`src/rtl/branch_predictor_pkg.sv`:
```
// Shared definitions for the fetch-stage branch predictor: counter encodings,
// PC step and the saturating miss-count limit.
package branch_predictor_pkg;

  localparam logic [1:0]  BP_CTR_WNT = 2'b01;
  localparam logic [1:0]  BP_CTR_WT  = 2'b10;
  localparam logic [1:0]  BP_CTR_MAX = 2'b11;
  localparam logic [1:0]  BP_CTR_MIN = 2'b00;
  localparam logic [31:0] PC_STEP    = 32'd4;
  localparam logic [31:0] COUNT_MAX  = 32'hFFFF_FFFF;

  // No delay slot: fall-through is always the next word, wrapping at 2^32.
  function automatic logic [31:0] next_seq_pc(input logic [31:0] pc);
    return pc + PC_STEP;
  endfunction

endpackage

```
`src/rtl/branch_predictor_sat_counter2.sv`:
```
// 2-bit saturating up/down counter with parallel load; resets to weakly
// not-taken.
module sat_counter2
  import branch_predictor_pkg::*;
(
  input  logic       clk_in,
  input  logic       reset_in,
  input  logic       inc,
  input  logic       dec,
  input  logic       load,
  input  logic [1:0] load_val,
  output logic [1:0] ctr
);

  logic [1:0] ctr_r;

  // Counter state: load has priority, then saturating increment/decrement.
  always_ff @(posedge clk_in or posedge reset_in) begin
    if (reset_in) begin
      ctr_r <= BP_CTR_WNT;
    end else if (load) begin
      ctr_r <= load_val;
    end else if (inc && (ctr_r != BP_CTR_MAX)) begin
      ctr_r <= ctr_r + 2'd1;
    end else if (dec && (ctr_r != BP_CTR_MIN)) begin
      ctr_r <= ctr_r - 2'd1;
    end else begin
      ctr_r <= ctr_r;
    end
  end

  assign ctr = ctr_r;

endmodule

```
`src/rtl/branch_predictor.sv`:
```
// Direct-mapped BTB with 2-bit counters: same-cycle fetch prediction, training
// on execute-stage resolution, and a registered mispredict redirect.
module branch_predictor
  import branch_predictor_pkg::*;
#(
  parameter int ENTRIES = 16,
  parameter int IDX_W   = 4
) (
  input  logic        clk_in,
  input  logic        reset_in,
  input  logic [31:0] fetch_pc,
  output logic        pred_taken,
  output logic [31:0] pred_target,
  input  logic        resolve_valid,
  input  logic [31:0] resolve_pc,
  input  logic        resolve_is_branch,
  input  logic        resolve_taken,
  input  logic [31:0] resolve_target,
  input  logic        resolve_pred_taken,
  input  logic [31:0] resolve_pred_target,
  output logic        redirect_valid,
  output logic [31:0] redirect_pc,
  output logic [31:0] mispredict_count
);

  localparam int TAG_W = 32 - IDX_W - 2;

  logic [ENTRIES-1:0] valid_r;
  logic [TAG_W-1:0]   tag_r    [ENTRIES];
  logic [31:0]        target_r [ENTRIES];
  logic [1:0]         ctr_s    [ENTRIES];

  logic [IDX_W-1:0]   f_idx_s, r_idx_s;
  logic [TAG_W-1:0]   f_tag_s, r_tag_s;
  logic               f_hit_s, r_hit_s, r_taken_s;
  logic               upd_train_s, upd_alloc_s, upd_clear_s, mispredict_s;
  logic [ENTRIES-1:0] inc_vec_s, dec_vec_s, load_vec_s;

  logic               redirect_valid_r;
  logic [31:0]        redirect_pc_r;
  logic [31:0]        mispredict_count_r;

  assign f_idx_s = fetch_pc[IDX_W+1:2];
  assign f_tag_s = fetch_pc[31:IDX_W+2];
  assign r_idx_s = resolve_pc[IDX_W+1:2];
  assign r_tag_s = resolve_pc[31:IDX_W+2];

  // Lookup reads the registered table, so a same-cycle update is not yet visible.
  assign f_hit_s     = !reset_in && valid_r[f_idx_s] && (tag_r[f_idx_s] == f_tag_s);
  assign pred_taken  = f_hit_s && ctr_s[f_idx_s][1];
  assign pred_target = pred_taken ? target_r[f_idx_s] : next_seq_pc(fetch_pc);

  assign r_hit_s     = valid_r[r_idx_s] && (tag_r[r_idx_s] == r_tag_s);
  assign r_taken_s   = resolve_is_branch && resolve_taken;
  assign upd_train_s = resolve_valid && resolve_is_branch && r_hit_s;
  assign upd_alloc_s = resolve_valid && resolve_is_branch && !r_hit_s && resolve_taken;
  assign upd_clear_s = resolve_valid && !resolve_is_branch && r_hit_s;
  assign mispredict_s = resolve_valid &&
                        ((r_taken_s != resolve_pred_taken) ||
                         (r_taken_s && (resolve_target != resolve_pred_target)));

  // Per-entry counter controls, one-hot on the resolving index.
  always_comb begin
    inc_vec_s  = {ENTRIES{1'b0}};
    dec_vec_s  = {ENTRIES{1'b0}};
    load_vec_s = {ENTRIES{1'b0}};
    if (upd_train_s) begin
      if (resolve_taken) begin
        inc_vec_s[r_idx_s] = 1'b1;
      end else begin
        dec_vec_s[r_idx_s] = 1'b1;
      end
    end else if (upd_alloc_s) begin
      load_vec_s[r_idx_s] = 1'b1;
    end else begin
      load_vec_s = {ENTRIES{1'b0}};
    end
  end

  for (genvar gi = 0; gi < ENTRIES; gi++) begin : g_ctr
    sat_counter2 u_ctr (
      .clk_in   (clk_in),
      .reset_in (reset_in),
      .inc      (inc_vec_s[gi]),
      .dec      (dec_vec_s[gi]),
      .load     (load_vec_s[gi]),
      .load_val (BP_CTR_WT),
      .ctr      (ctr_s[gi])
    );
  end

  // BTB valid/tag/target storage; a non-branch hit drops an aliased entry.
  always_ff @(posedge clk_in or posedge reset_in) begin
    if (reset_in) begin
      valid_r <= {ENTRIES{1'b0}};
      for (int i = 0; i < ENTRIES; i++) begin
        tag_r[i]    <= '0;
        target_r[i] <= 32'd0;
      end
    end else if (upd_alloc_s) begin
      valid_r[r_idx_s]  <= 1'b1;
      tag_r[r_idx_s]    <= r_tag_s;
      target_r[r_idx_s] <= resolve_target;
    end else if (upd_train_s && resolve_taken) begin
      target_r[r_idx_s] <= resolve_target;
    end else if (upd_clear_s) begin
      valid_r[r_idx_s] <= 1'b0;
    end else begin
      valid_r <= valid_r;
    end
  end

  // Redirect pulse, corrected PC and saturating mispredict counter.
  always_ff @(posedge clk_in or posedge reset_in) begin
    if (reset_in) begin
      redirect_valid_r   <= 1'b0;
      redirect_pc_r      <= 32'd0;
      mispredict_count_r <= 32'd0;
    end else if (mispredict_s) begin
      redirect_valid_r <= 1'b1;
      redirect_pc_r    <= r_taken_s ? resolve_target : next_seq_pc(resolve_pc);
      if (mispredict_count_r != COUNT_MAX) begin
        mispredict_count_r <= mispredict_count_r + 32'd1;
      end else begin
        mispredict_count_r <= mispredict_count_r;
      end
    end else begin
      redirect_valid_r <= 1'b0;
      redirect_pc_r    <= redirect_pc_r;
    end
  end

  assign redirect_valid   = redirect_valid_r;
  assign redirect_pc      = redirect_pc_r;
  assign mispredict_count = mispredict_count_r;

endmodule

```
`config.mk`:
```
export PLATFORM = sky130hd
export DESIGN_NAME = branch_predictor
export DESIGN_NICKNAME = d
export VERILOG_FILES = /design/src/rtl/branch_predictor_pkg.sv /design/src/rtl/branch_predictor_sat_counter2.sv /design/src/rtl/branch_predictor.sv
export SDC_FILE = /design/constraint.sdc
export NUM_CORES = 2
export LEC_CHECK = 0
export ABC_AREA = 0
export ABC_CLOCK_PERIOD_IN_PS = 37800
export CAP_MARGIN = 20
export CORE_ASPECT_RATIO = 1.1
export CORE_MARGIN = 8
export CORE_UTILIZATION = 40
export CTS_CLUSTER_DIAMETER = 120
export CTS_CLUSTER_SIZE = 16
export DETAILED_ROUTE_END_ITERATION = 7
export GPL_ROUTABILITY_DRIVEN = 0
export MAX_ROUTING_LAYER = met4
export PLACE_DENSITY = 0.57
export SLEW_MARGIN = 20
export SYNTH_ARGS = -nofsm -noshare
export SYNTH_HDL_FRONTEND = slang
export SYNTH_SLANG_ARGS = --single-unit
```
`constraint.sdc`:
```
create_clock -name clk_in -period 37.8 [get_ports clk_in]
set_input_delay 3.78 -clock clk_in [delete_from_list [all_inputs] [get_ports clk_in]]
set_output_delay 3.78 -clock clk_in [all_outputs]
set_load 0.02 [all_outputs]
```
======== Word level (Yosys, flattened, before mapping) ========
Cells that the tools add are included.
storage, ports and cells
  bits in registers ....................... 1,041
  bits of input ports ..................... 134
  output and inout port bits .............. 98
cells by class
  add/subtract/negate cells ............... 35
  $lt $le $gt $ge ......................... 6
  eq/ne operators ......................... 22
  mux-type cells .......................... 86
  bitwise logic cells ..................... 5
  reductions and logical operators ........ 88
operator list
  kind                   count
  $mux 512               2
  $bwmux 512             1
  $bwmux 416             1
  $bmux 26 s4            2
  $mux 32                5
  $mux 16                9
  $mux 26                5
  $bmux 32 s4            1
  $demux 32 s4           1
  $demux 26 s4           1
  $mux 2                 50
  $add 32x3->32 const B  2
  $eq 26x26->1           2
  $logic_and 1x1->1      48
  $reduce_bool 3->1      16
  $reduce_bool 2->1      18
  $ne 2x2->1 const B     17
  $add 2x1->2 const B    16
  $add 32x1->32 const B  1
  $ne 32x32->1           1
  $ne 32x32->1 const B   1
  $sub 2x1->2 const B    16
  $and 16x16->16         1
  $not 16->16            1
  14 further kinds       24

======== Longest topological paths before layout ========
  depth in word-level cells ............... 12
  mapped depth ............................ 16

======== By module ========
Synthesis repeated with hierarchy kept, for this count alone.
unflattened totals
  cell total of the unflattened synthesis .. 3,929
  area total of the unflattened synthesis .. 53,860.4 µm²
by module, submodules not included
  module            instances  cells each  area each (µm²)
  branch_predictor  1          3,721       52,058.7
  sat_counter2      16         13          112.6

======== Worst setup path before layout ========
Ideal clock, no wire load.
  path kind ............................... in2out
  from .................................... input fetch_pc[2]
  to ...................................... output pred_target[2]
  data arrival time ....................... 6.687 ns
  required time ........................... 34.020 ns
  path slack .............................. 27.333 ns
  stages on the path ...................... 11
  buffers on the path ..................... 5
  path through ............................ buf_2 -> buf_4 -> buf_2 -> buf_4 -> mux4_2 -> mux4_2 -> xnor2_1 -> nand4_1 -> nor2_2 -> buf_2 -> mux2i_1
between the ends
  word-level cells in the longest chain between the ends .. 8
  elaborated cells between the ends (all ways) .. 18
RTL lines
  element                                     RTL line                                                                source
  from (decl)                                 branch_predictor.sv:11                                                  input logic [31:0] fetch_pc,
  $not 4->5 (not written as such)             branch_predictor.sv:49, branch_predictor.sv:50, branch_predictor.sv:51
  $bmux 26 s4                                 branch_predictor.sv:49                                                  assign f_hit_s = !reset_in && valid_r[f_idx_s] && (tag_r[f_idx_s] == f_tag_s);
  $mux 26 (not written as such) (2 in a row)  branch_predictor.sv:49
  $eq 26x26->1                                branch_predictor.sv:49
  $logic_and 1x1->1                           branch_predictor.sv:49
  $logic_and 1x1->1                           branch_predictor.sv:50                                                  assign pred_taken = f_hit_s && ctr_s[f_idx_s][1];
  $mux 32 *                                   branch_predictor.sv:51                                                  assign pred_target = pred_taken ? target_r[f_idx_s] : next_seq_pc(fetch_pc);
  to (decl)                                   branch_predictor.sv:13                                                  output logic [31:0] pred_target,
Every way passes the cells marked *; elsewhere a longest branch is shown, timed or not. The select of a mux whose other input is x is not followed.

======== Worst setup path after layout ========
  from .................................... input fetch_pc[2]
  to ...................................... output pred_target[19]
The elaborated chain is that of the path after synthesis.

==> impl_summary.txt <==
----------------------------------------------------
[Detailed routing]
  Average routed wire per standard cell ... 30.31 um
  Antenna Violating Nets Remaining ... 0
  DRC ... 0
  Routed wire length ... 173.9 mm
  Number of DRC violations after detailed-routing iteration 0 ... 2949
  Via count ... 34210
  Pre-antenna DRT Iters ... 5
  Vias per std cell ... 5.962

[Floorplan]
  Top-level I/O count ... 232
  Die boundary height ... 402.7 um
  DIE AREA ... 148000 um2
  Effective utilization at floorplan ... 40.11%
  Area of the placeable core ... 135600 um2
  Number of placement rows ... 142
  Width of the chip ... 367.6 um

[Clock tree]
  PostCTS Resize Cnt ... 0
  Number of buffers on the longest clock path ... 3
  CTS sink cnt ... 1041
  Cell chosen for the clock root ... sky130_fd_sc_hd__clkbuf_16
  Number of CTS-inserted buffers ... 75
  Clock tree from TritonCTS ... yes
  Hold buffer count at cts ... 0
  Source-to-sink clock delay at the later pin of the worst-skew pair ... 0.70 ns
  Clock transition time at the flip-flop clock pins of the worst setup and hold paths ... 0.07 ns
  Post-CTS setup buffer count ... 0
  H-tree depth ... 3

[Synth]
  Synth Cell Area ... 54380 um2
  Register bit total from synthesis ... 1041
  Cell type with the largest total area after synthesis ... sky130_fd_sc_hd__dfrtp_1
  Synth cell types ... 67
  Number of enable flip-flop cells after synthesis ... 0
  Most instantiated flip-flop cell in the synthesis netlist ... sky130_fd_sc_hd__dfrtp_1
  Count of mapped cells out of synthesis ... 3835
  Fraction of registers with async set or reset after synthesis ... 100.0%
  Area share of the leading cell type in the synthesized netlist ... 47.17%
  Total number of yosys warnings ... 0
  Mean area per synthesized cell ... 14.18 um2
  Area contributors post-synth ... sky130_fd_sc_hd__dfrtp_1, sky130_fd_sc_hd__mux4_2, sky130_fd_sc_hd__mux2_2, sky130_fd_sc_hd__mux2_4, sky130_fd_sc_hd__nand2_1
  Sequential fraction of the synthesis area ... 47.94%
  Net count after synthesis ... 3975

[STA]
  Number of failing setup endpoints in the final timing report ... 0
  Worst relative slew slack ... 14.54%
  Unrepaired setup endpoints after global routing ... false
  Fmax ... 0.07523 GHz
  Time the final worst path needs with I/O delays and setup ... 13.29 ns
  Setup TNS ... 0 ns
  Clock Skew ... 0.03325 ns
  Count of final hold-check violations ... 0
  Period Utilization, post-route ... 35.16%
  Final max-slew violation count ... 0
  Fin Hold WS ... 0.4737 ns
  Pin slew with the least headroom to its limit ... 1.273 ns

[Global route]
  Vias in the first global route ... 34910
  Antenna violations before repair ... 16
  Total global-route track usage ... 23.86%
  Global-route wire length before repair ... 256.5 mm
  Global route total overflow ... 0
  Maximum number of pins on one net before global-route repair ... 196

[Cells and area]
  Syn-to-layout area delta ... 10.61%
  Utilization after layout ... 44.37%
  Share of layout cells above drive strength 1 ... 39.15%
  # nets final ... 4041

[Setup path]
  Worst setup path class ... input pin to output port
  R2r setup slk ... 32.03 ns
  Required time of the critical path ... 34.02 ns
  Crit path DAT ... 9.51 ns
  Cell chain of the critical path ... buf_8 -> buf_4 -> mux4_2 -> mux4_2 -> xnor2_1 -> nand4_1 -> nor4b_1 -> nand3_1 -> nor2_4 -> buf_4 -> nand2_1 -> o21ai_0 -> clkdlybuf4s50_1
  Type of element launching the critical path ... input pin
  Largest fanout of any net on the critical path ... 63
  Worst path bufs/invs ... 4
  R2r startpoint ... tag_r[139]
  Beginning of the critical path ... fetch_pc[2]
  Critical path's slowest cell ... sky130_fd_sc_hd__buf_4
  Family of cells with the greatest summed delay on the critical path ... buffers and inverters
  Worst stage delay on the critical path ... 0.88 ns
  CP Capture Type ... output port

[Pwr]
  Power density normalized to cell area ... 44.21 nW/um2
  VDD IR max ... 34.29 uV
  Final total power ... 2.659 mW
  Leakage ... 26.86 nW

[Status]
  Run status ... finished clean

[Worst hold path]
  Worst hold-check path type ... flip-flop to flip-flop
  Beginning of the worst hold path ... target_r[396]

[Placement]
  Final HPWL from detailed placement ... 106.9 mm
  Port-buffer cells ... 231

[Run]
  Max Cap Viol ... 0

----------------------------------------------------
-- worst min-delay path, delay by kind of cell, from the launching register on --
kind	cells	cell delay [ns]
DFF	1	0.34
and+or+nand+nor	2	0.10
-- flip-flops by register name, indices dropped and copies added (netlist names), named ones only --
signal	count
redirect_pc	32
g_ctr.u_ctr.ctr	32
tag_r	416
redirect_valid	1
mispredict_count	32
target_r	512
-- stage by stage --
step	setup WS (ns)	instances	instance area (um2)
5_1_grt	24.09	5736	60150
3_3_place_gp	24.44	5623	57990
6_report	24.51	5737	60150
3_5_place_dp	24.39	5623	57990
2_1_floorplan	4.748	3835	54380
4_1_cts	24.40	5725	60090
-- power breakdown --
part           switching, mW  internal, mW
logic                  0.226         0.287
registers             0.0966          1.26
clock network          0.412         0.379
-- path summary, 6_finish.rpt --
path,to,depth (start not counted)
min reg2reg,target_r[396],2
min in group asynchronous,target_r[258],2
max in group asynchronous,tag_r[90],5
max reg2reg,tag_r[171],11
max,pred_target[19],13
min,target_r[396],2
-- Yosys cell counts, types with 28 or more instances --
| master | n |
|---|---|
| sky130_fd_sc_hd__mux2i_1 | 68 |
| sky130_fd_sc_hd__buf_2 | 60 |
| sky130_fd_sc_hd__clkbuf_1 | 200 |
| sky130_fd_sc_hd__o21ai_0 | 110 |
| sky130_fd_sc_hd__nand2_1 | 375 |
| sky130_fd_sc_hd__dfrtp_1 | 1025 |
| sky130_fd_sc_hd__xnor2_1 | 90 |
| sky130_fd_sc_hd__mux4_2 | 378 |
| sky130_fd_sc_hd__o22ai_1 | 32 |
| sky130_fd_sc_hd__xor2_1 | 78 |
| sky130_fd_sc_hd__buf_1 | 30 |
| sky130_fd_sc_hd__nand4_1 | 33 |
| sky130_fd_sc_hd__nand3_1 | 57 |
| sky130_fd_sc_hd__mux2_2 | 703 |
| sky130_fd_sc_hd__nor2_1 | 64 |
| sky130_fd_sc_hd__mux2_4 | 197 |
| sky130_fd_sc_hd__inv_1 | 28 |
-- cell usage in the layout (no fill, tap or decap), drive strengths merged, types with 9 or more instances in the layout --
master / n
a21oi: 24
a22oi: 11
and3: 20
and4: 9
buf: 115
clkbuf: 95
clkdlybuf4s50: 223
dfrtp: 1025
dfstp: 16
diode: 11
inv: 33
mux2: 903
mux2i: 68
mux4: 380
nand2: 391
nand3: 57
nand4: 33
nor2: 65
nor2b: 19
nor3: 9
nor4: 14
o21a: 9
o21ai: 112
o22ai: 32
xnor2: 90
xor2: 78
-- area by class of cell --
cell class / instances / area [um2]
sequential: 1041 / 26070
timing repair buffer: 338 / 3156
tap: 1800 / 2252
fill: 12240 / 75410
clock buffer: 95 / 1994
inverter: 31 / 123.9
clock inverter: 7 / 105.1
multi-input combinational: 2414 / 26420
antenna: 11 / 27.53
-- layer usage --
metal | GRT usage [%] | up-vias | part of all wire, % | wire length (um)
met2 | 36.13 | 1196 | 46 | 80340
li1 | - | 14180 | - | -
met4 | 6.152 | 0 | 2.5 | 4406
met3 | 4.053 | 241 | 6.8 | 11780
met5 | - | - | 0 | 0
met1 | 33.51 | 18590 | 44 | 77380
-- cells by family after synthesis --
kind of cell / share of synthesized area (%)
flip-flops: 47.94
adder cells (fa/ha/maj): 0.1381
AO/OA/AOI/OAI: 2.833
XOR/XNOR: 2.706
AND/OR/NAND/NOR: 5.531
multiplexers: 37.06
buffers and inverters: 3.787
Note: power is estimated with default switching activity, not from simulation.
